## src/rtl/stepper_step_sequencer.sv

```systemverilog
// Stepper step sequencer: latches a move command, times steps with a rate counter, drives coil phases.
// Optional trapezoidal speed ramp is compiled in with `define STEPPER_RAMP_EN.
module stepper_step_sequencer #(
    parameter int DIV_W       = 26,
    parameter int STEP_W      = 16,
    parameter int MIN_DIV     = 15000000,
    parameter int START_DIV   = 60000000,
    parameter int ACCEL_DEC   = 5000000,
    parameter int HOLD_TORQUE = 0
) (
    input  logic              clk_in,
    input  logic              reset,
    input  logic              start,
    input  logic              stop,
    input  logic              dir,
    input  logic              half_step,
    input  logic [STEP_W-1:0] steps_target,
    output logic [3:0]        coil,
    output logic              busy,
    output logic              done,
    output logic [STEP_W-1:0] step_count
);

    // state  | meaning
    // S_IDLE | no move; coils de-energised unless HOLD_TORQUE
    // S_RUN  | move in progress, rate counter timing steps
    typedef enum logic {S_IDLE, S_RUN} state_t;

    localparam logic [DIV_W-1:0]  MIN_P    = DIV_W'(MIN_DIV);
    localparam logic [DIV_W-1:0]  CNT_ONE  = DIV_W'(1);
    localparam logic [STEP_W-1:0] STEP_ONE = STEP_W'(1);

    if (MIN_DIV < 2 || START_DIV < MIN_DIV || ACCEL_DEC < 0) begin : g_param_check
        $error("stepper_step_sequencer: illegal rate parameters");
    end

    state_t            state_q, state_d;
    logic [2:0]        idx_q, idx_d;
    logic [DIV_W-1:0]  cnt_q, cnt_d;
    logic [STEP_W-1:0] step_count_q, step_count_d;
    logic [STEP_W-1:0] target_q, target_d;
    logic              dir_q, dir_d;
    logic              half_q, half_d;
    logic              done_q, done_d;
    logic [3:0]        coil_q, coil_d;
    logic [DIV_W-1:0]  period;
    logic [STEP_W-1:0] step_next;
    logic              step_now;

    function automatic logic [3:0] phase_pattern(input logic [2:0] i);
        logic [3:0] p;
        case (i)
            3'd0:    p = 4'b1000;
            3'd1:    p = 4'b1100;
            3'd2:    p = 4'b0100;
            3'd3:    p = 4'b0110;
            3'd4:    p = 4'b0010;
            3'd5:    p = 4'b0011;
            3'd6:    p = 4'b0001;
            default: p = 4'b1001;
        endcase
        return p;
    endfunction

    // Full-step lands on the odd (two-coil) entries: stride 2 from odd, 1 from even.
    function automatic logic [2:0] next_idx(input logic [2:0] i, input logic fwd, input logic half);
        logic [2:0] stride;
        stride = (half || !i[0]) ? 3'd1 : 3'd2;
        return fwd ? i + stride : i - stride;
    endfunction

    assign step_next = step_count_q + STEP_ONE;
    assign step_now  = (state_q == S_RUN) && !stop && (cnt_q == period - CNT_ONE);

    always_comb begin
        state_d      = state_q;
        idx_d        = idx_q;
        cnt_d        = cnt_q;
        step_count_d = step_count_q;
        target_d     = target_q;
        dir_d        = dir_q;
        half_d       = half_q;
        done_d       = 1'b0;
        case (state_q)
            S_IDLE: begin
                if (start && steps_target != '0) begin
                    state_d      = S_RUN;
                    target_d     = steps_target;
                    dir_d        = dir;
                    half_d       = half_step;
                    step_count_d = '0;
                    cnt_d        = '0;
                end
            end
            S_RUN: begin
                if (stop) begin
                    state_d = S_IDLE;
                end else if (step_now) begin
                    cnt_d        = '0;
                    idx_d        = next_idx(idx_q, dir_q, half_q);
                    step_count_d = step_next;
                    if (step_next == target_q) begin
                        state_d = S_IDLE;
                        done_d  = 1'b1;
                    end
                end else begin
                    cnt_d = cnt_q + CNT_ONE;
                end
            end
        endcase
        // The completing step's pattern is shown for one cycle before the idle blanking applies.
        coil_d = (state_q == S_RUN || state_d == S_RUN || HOLD_TORQUE != 0)
                 ? phase_pattern(idx_d) : 4'b0000;
    end

`ifdef STEPPER_RAMP_EN
    localparam logic [DIV_W:0] START_W = (DIV_W+1)'(START_DIV);
    localparam logic [DIV_W:0] MIN_W   = (DIV_W+1)'(MIN_DIV);
    localparam logic [DIV_W:0] ACC_W   = (DIV_W+1)'(ACCEL_DEC);

    logic [DIV_W-1:0]  period_q, period_d;
    logic [STEP_W-1:0] ramp_steps_q, ramp_steps_d;
    logic [DIV_W:0]    period_up;
    logic [STEP_W-1:0] remaining;

    assign period = period_q;

    always_comb begin
        period_d     = period_q;
        ramp_steps_d = ramp_steps_q;
        remaining    = target_q - step_next;
        period_up    = {1'b0, period_q} + ACC_W;
        if (state_q == S_IDLE && state_d == S_RUN) begin
            period_d     = START_W[DIV_W-1:0];
            ramp_steps_d = '0;
        end else if (step_now) begin
            // Decelerate once the remaining distance fits inside the accel distance used.
            if (remaining <= ramp_steps_q) begin
                period_d = (period_up > START_W) ? START_W[DIV_W-1:0] : period_up[DIV_W-1:0];
            end else if ({1'b0, period_q} > MIN_W) begin
                period_d     = ({1'b0, period_q} > MIN_W + ACC_W)
                               ? period_q - ACC_W[DIV_W-1:0] : MIN_W[DIV_W-1:0];
                ramp_steps_d = ramp_steps_q + STEP_ONE;
            end
        end
    end

    always_ff @(posedge clk_in or posedge reset) begin
        if (reset) begin
            period_q     <= START_W[DIV_W-1:0];
            ramp_steps_q <= '0;
        end else begin
            period_q     <= period_d;
            ramp_steps_q <= ramp_steps_d;
        end
    end
`else
    assign period = MIN_P;
`endif

    always_ff @(posedge clk_in or posedge reset) begin
        if (reset) begin
            state_q      <= S_IDLE;
            idx_q        <= '0;
            cnt_q        <= '0;
            step_count_q <= '0;
            target_q     <= '0;
            dir_q        <= 1'b0;
            half_q       <= 1'b0;
            done_q       <= 1'b0;
            coil_q       <= 4'b0000;
        end else begin
            state_q      <= state_d;
            idx_q        <= idx_d;
            cnt_q        <= cnt_d;
            step_count_q <= step_count_d;
            target_q     <= target_d;
            dir_q        <= dir_d;
            half_q       <= half_d;
            done_q       <= done_d;
            coil_q       <= coil_d;
        end
    end

    assign coil       = coil_q;
    assign busy       = (state_q == S_RUN);
    assign done       = done_q;
    assign step_count = step_count_q;

endmodule
```

## config.mk

```make
export PLATFORM = sky130hd
export DESIGN_NAME = stepper_step_sequencer
export DESIGN_NICKNAME = d
export VERILOG_FILES = /design/src/rtl/stepper_step_sequencer.sv
export SDC_FILE = /design/constraint.sdc
export NUM_CORES = 1
export LEC_CHECK = 0
export ABC_AREA = 1
export ABC_CLOCK_PERIOD_IN_PS = 3680
export CAP_MARGIN = 20
export CORE_MARGIN = 8
export CORE_UTILIZATION = 60
export DETAILED_ROUTE_END_ITERATION = 10
export HOLD_SLACK_MARGIN = 0.05
export PLACE_DENSITY = 0.92
export SYNTH_ARGS = -nofsm -noshare
export SYNTH_HDL_FRONTEND = slang
export SYNTH_SLANG_ARGS = --single-unit
```

## constraint.sdc

```tcl
create_clock -name clk_in -period 3.68 [get_ports clk_in]
set_input_delay 0.368 -clock clk_in [delete_from_list [all_inputs] [get_ports clk_in]]
set_output_delay 0.368 -clock clk_in [all_outputs]
set_load 0.005 [all_outputs]
```

==> summary.txt <==
Outcome: complete, no violations
Filler Cells Inserted: 506
Endpoint arrival time on the critical path: 2.58 ns
CP Cell Sequence: ha_1 -> nand2_2 -> nor2_8 -> inv_2 -> nor2_4 -> nand2_2 -> nand2_2 -> inv_2 -> o21ai_0 -> o22ai_1
Comb pwr share: 13.1%
CTS Root Buffer Type: sky130_fd_sc_hd__clkbuf_8
Sinks on Clock Net: 69
Worst VDD drop: 0.2210 mV
Post-Synthesis Net Count: 553
Skew final: 0.01781 ns
Setup slack after layout: 1.342 ns
Final wirelength: 10.23 mm
Total standard cell area after synthesis: 4034 sq um
Headroom to the max-slew limit: 53.60%
Placement Setup Slack: 1.017 ns
Crit-path slowest cell: sky130_fd_sc_hd__dfrtp_1
Vias in the first global route: 3,883
Sw frac: 25.97%
Leading cell types in the layout, fill and taps excluded: sky130_fd_sc_hd__nand2_1 (133), sky130_fd_sc_hd__inv_1 (71), sky130_fd_sc_hd__dfrtp_1 (69)
Drt wl/cell: 15.55 um
Post-CTS resize count: 0
Worst-skew pair later-pin latency: 0.36 ns
Buffers and inverters on the worst path: 2
Horizontal die dimension: 98.00 um
Count of synthesis-stage warnings from yosys: 0
Number of detailed-route iterations in the first pass: 5
Initial antenna violation count: 0
Via count normalized by instance count: 5.825
Most Used Layer, Global Route: met2
Vias after detailed routing: 3,833
Met3 track utilization from global routing: 6.543%
Top Family by Delay on Critical Path: simple AND/OR/NAND/NOR gates
Clock tree from TritonCTS: done
Highest clock frequency the design can meet: 0.4277 GHz
Maximum number of pins on one net before global-route repair: 55
Kind of end point of the critical path: register
Pint: 1.404 mW
Hold buffers post-CTS: 0
Met2 GRT Util: 37.88%
Violation count after the first detailed-route iteration: 274
Number of distinct library cell variants in the gate-level netlist after synthesis: 35
Inserted Diodes: 0
H-tree depth: 3
Setup Fix Bufs, Post-CTS: 0
Leakage Power: 2.153 nW
Start-to-end type of the worst setup path: reg -> reg
Power per cell area: 397.3 nW/um^2
Setup repair after global routing missed its margin: false
Worst hold path class: in -> async
Crit-path max cell delay: 0.44 ns
Total negative slack for setup checks: 0 ns
Sequential share of power: 46.1%
Total die area: 9603 sq um
Synthesized netlist cell count: 528
Signed area change from the synthesized netlist to the final layout: 18.33%
Met1 Usage GRT: 25.56%
Pwr Total: 1.896 mW
Count of maximum capacitance violations: 0
Final Hold Fails: 0
Gpl congestion: 0.9612
HPWL after detailed placement: 7.499 mm
Total track usage: 22.59%
Utilization after layout: 71.85%
CP Data Required Time: 3.92 ns
Least-Margin Pin Slew: 0.6943 ns
Residual antenna-violating net count after detailed routing: 0
Final-report setup violation count: 0
Io pins: 44
Height of the chip: 98.00 um
Remaining global-route overflow: 0
Synthesis-stage register bit count: 69
Starting Density: 60.72%
Most common cell after layout, fill and taps aside: sky130_fd_sc_hd__nand2_1
Longest Clk Path Bufs: 2
Shortest period the worst path allows: 2.338 ns
Non-Filler Instances: 658
Crit-path max FO: 20
Final net count: 598
Critical path launch point type: register
Cell occurring most often along the worst timing path: sky130_fd_sc_hd__nand2_2
Clock share of power: 40.8%
CTS Buf Count: 9
Core Region: 6644 sq um
Global-route wire length before repair: 17.64 mm
NetSw: 492.4 uW
Clock slew at reported path FFs: 0.09 ns
Count of buffers from port buffering: 43
Fin crit share: 63.53%
Sequential fraction of the synthesis area: 42.80%
# DRC: 0
Proportion of layout cells with a drive suffix above 1: 8.651%
Number of instances in the placed design: 642
Number of standard-cell rows in the floorplan: 30
Post-synthesis average cell area: 7.640 sq um
Number of slew-limit violations in the final report: 0
-- through the flow --
step / hold slack, ns / cell area (sq um)
after floorplan: 0.4548 / 4034
after global placement: 0.4918 / 4524
after detailed placement: 0.5056 / 4524
after CTS: 0.2975 / 4773
after global routing: 0.3120 / 4773
final: 0.2881 / 4773
-- layout make-up --
type / instances / area, sq um / share of cell area (%)
sequential: 69 / 1727 / 36.17
timing repair buffer: 45 / 445.4 / 9.332
multi-input combinational: 371 / 1963 / 41.13
tap: 80 / 100.1 / 2.097
inverter: 77 / 289.0 / 6.055
clock inverter: 5 / 107.6 / 2.254
clock buffer: 11 / 141.4 / 2.962
-- logic make-up after synthesis --
logic type / synth area share, %
XOR/XNOR: 5.831
flip-flops: 42.80
AND/OR/NAND/NOR: 30.58
multiplexers: 1.954
adder cells (fa/ha/maj): 1.117
AO/OA/AOI/OAI: 9.181
buffers and inverters: 8.530
-- cells in the mapped netlist --
master / instances / area, sq um
sky130_fd_sc_hd__a21oi_1: 8 / 40.04
sky130_fd_sc_hd__a21oi_2: 1 / 8.760
sky130_fd_sc_hd__and2_1: 1 / 6.260
sky130_fd_sc_hd__buf_2: 5 / 25.02
sky130_fd_sc_hd__buf_6: 1 / 11.26
sky130_fd_sc_hd__clkbuf_1: 5 / 18.77
sky130_fd_sc_hd__dfrtp_1: 69 / 1727
sky130_fd_sc_hd__fa_1: 1 / 20.02
sky130_fd_sc_hd__ha_1: 2 / 25.02
sky130_fd_sc_hd__inv_1: 72 / 270.3
sky130_fd_sc_hd__inv_2: 5 / 18.77
sky130_fd_sc_hd__mux2_2: 7 / 78.83
sky130_fd_sc_hd__nand2_1: 133 / 499.2
sky130_fd_sc_hd__nand2_2: 4 / 25.02
sky130_fd_sc_hd__nand3_1: 50 / 250.2
sky130_fd_sc_hd__nand3b_1: 2 / 15.01
sky130_fd_sc_hd__nand4_1: 13 / 81.33
sky130_fd_sc_hd__nor2_1: 45 / 168.9
sky130_fd_sc_hd__nor2_2: 6 / 37.54
sky130_fd_sc_hd__nor2_4: 3 / 33.78
sky130_fd_sc_hd__nor2_8: 1 / 20.02
sky130_fd_sc_hd__nor3_1: 6 / 30.03
sky130_fd_sc_hd__nor3_2: 1 / 10.01
sky130_fd_sc_hd__nor4_1: 6 / 37.54
sky130_fd_sc_hd__o21ai_0: 34 / 170.2
sky130_fd_sc_hd__o21ai_1: 2 / 10.01
sky130_fd_sc_hd__o21ai_2: 1 / 8.760
sky130_fd_sc_hd__o21bai_1: 1 / 7.510
sky130_fd_sc_hd__o22ai_1: 20 / 125.1
sky130_fd_sc_hd__or2_2: 2 / 12.51
sky130_fd_sc_hd__or3_1: 1 / 6.260
sky130_fd_sc_hd__xnor2_1: 1 / 8.760
sky130_fd_sc_hd__xnor2_4: 1 / 27.53
sky130_fd_sc_hd__xnor3_1: 3 / 67.56
sky130_fd_sc_hd__xor2_1: 15 / 131.4
-- path summary, 6_finish.rpt --
kind / from / endpoint / depth (start not counted) / slack [ns]
setup / recovery: cnt_q[0]$_DFFE_PP0P_ / cnt_q[6]$_DFFE_PP0P_ / 10 / 1.34
max in group asynchronous: reset / cnt_q[25]$_DFFE_PP0P_ / 3 / 2.38
min in group clk_in: target_q[1]$_DFFE_PP0P_ / target_q[1]$_DFFE_PP0P_ / 2 / 0.52
hold reg to reg: target_q[1]$_DFFE_PP0P_ / target_q[1]$_DFFE_PP0P_ / 2 / 0.52
hold / removal: reset / step_count[14]$_DFFE_PP0P_ / 2 / 0.29
setup reg to reg: cnt_q[0]$_DFFE_PP0P_ / cnt_q[6]$_DFFE_PP0P_ / 10 / 1.34
-- routing by layer --
layer / routed length, um / part of all wire, %
met4: 338 / 3.3
met3: 752 / 7.4
met1: 3997 / 39
met5: 0 / 0
met2: 5142 / 50
-- worst register-to-register path, cell delays in order, from the launching register on --
cell	delay [ns]
sky130_fd_sc_hd__dfrtp_1	0.44
sky130_fd_sc_hd__ha_1	0.25
sky130_fd_sc_hd__nand2_2	0.14
sky130_fd_sc_hd__nor2_8	0.07
sky130_fd_sc_hd__inv_2	0.07
sky130_fd_sc_hd__nor2_4	0.04
sky130_fd_sc_hd__nand2_2	0.33
sky130_fd_sc_hd__nand2_2	0.29
sky130_fd_sc_hd__inv_2	0.30
sky130_fd_sc_hd__o21ai_0	0.13
sky130_fd_sc_hd__o22ai_1	0.19
-- power groups by stage --
stage                     logic [mW]  clock network (mW)  registers (mW)
after floorplan                0.180                   0           0.873
after global placement         0.240                   0           0.883
after detailed placement       0.246                   0           0.887
after CTS                      0.249               0.775           0.873
after global routing           0.285               0.819           0.881
final                          0.248               0.774           0.875
-- sequential cells by signal (all words and copies together), names as in the netlist --
signal	count
busy	1
target_q	16
half_q	1
dir_q	1
done	1
step_count	16
cnt_q	26
coil	4
idx_q	3
(Power assumes the default switching activity.)
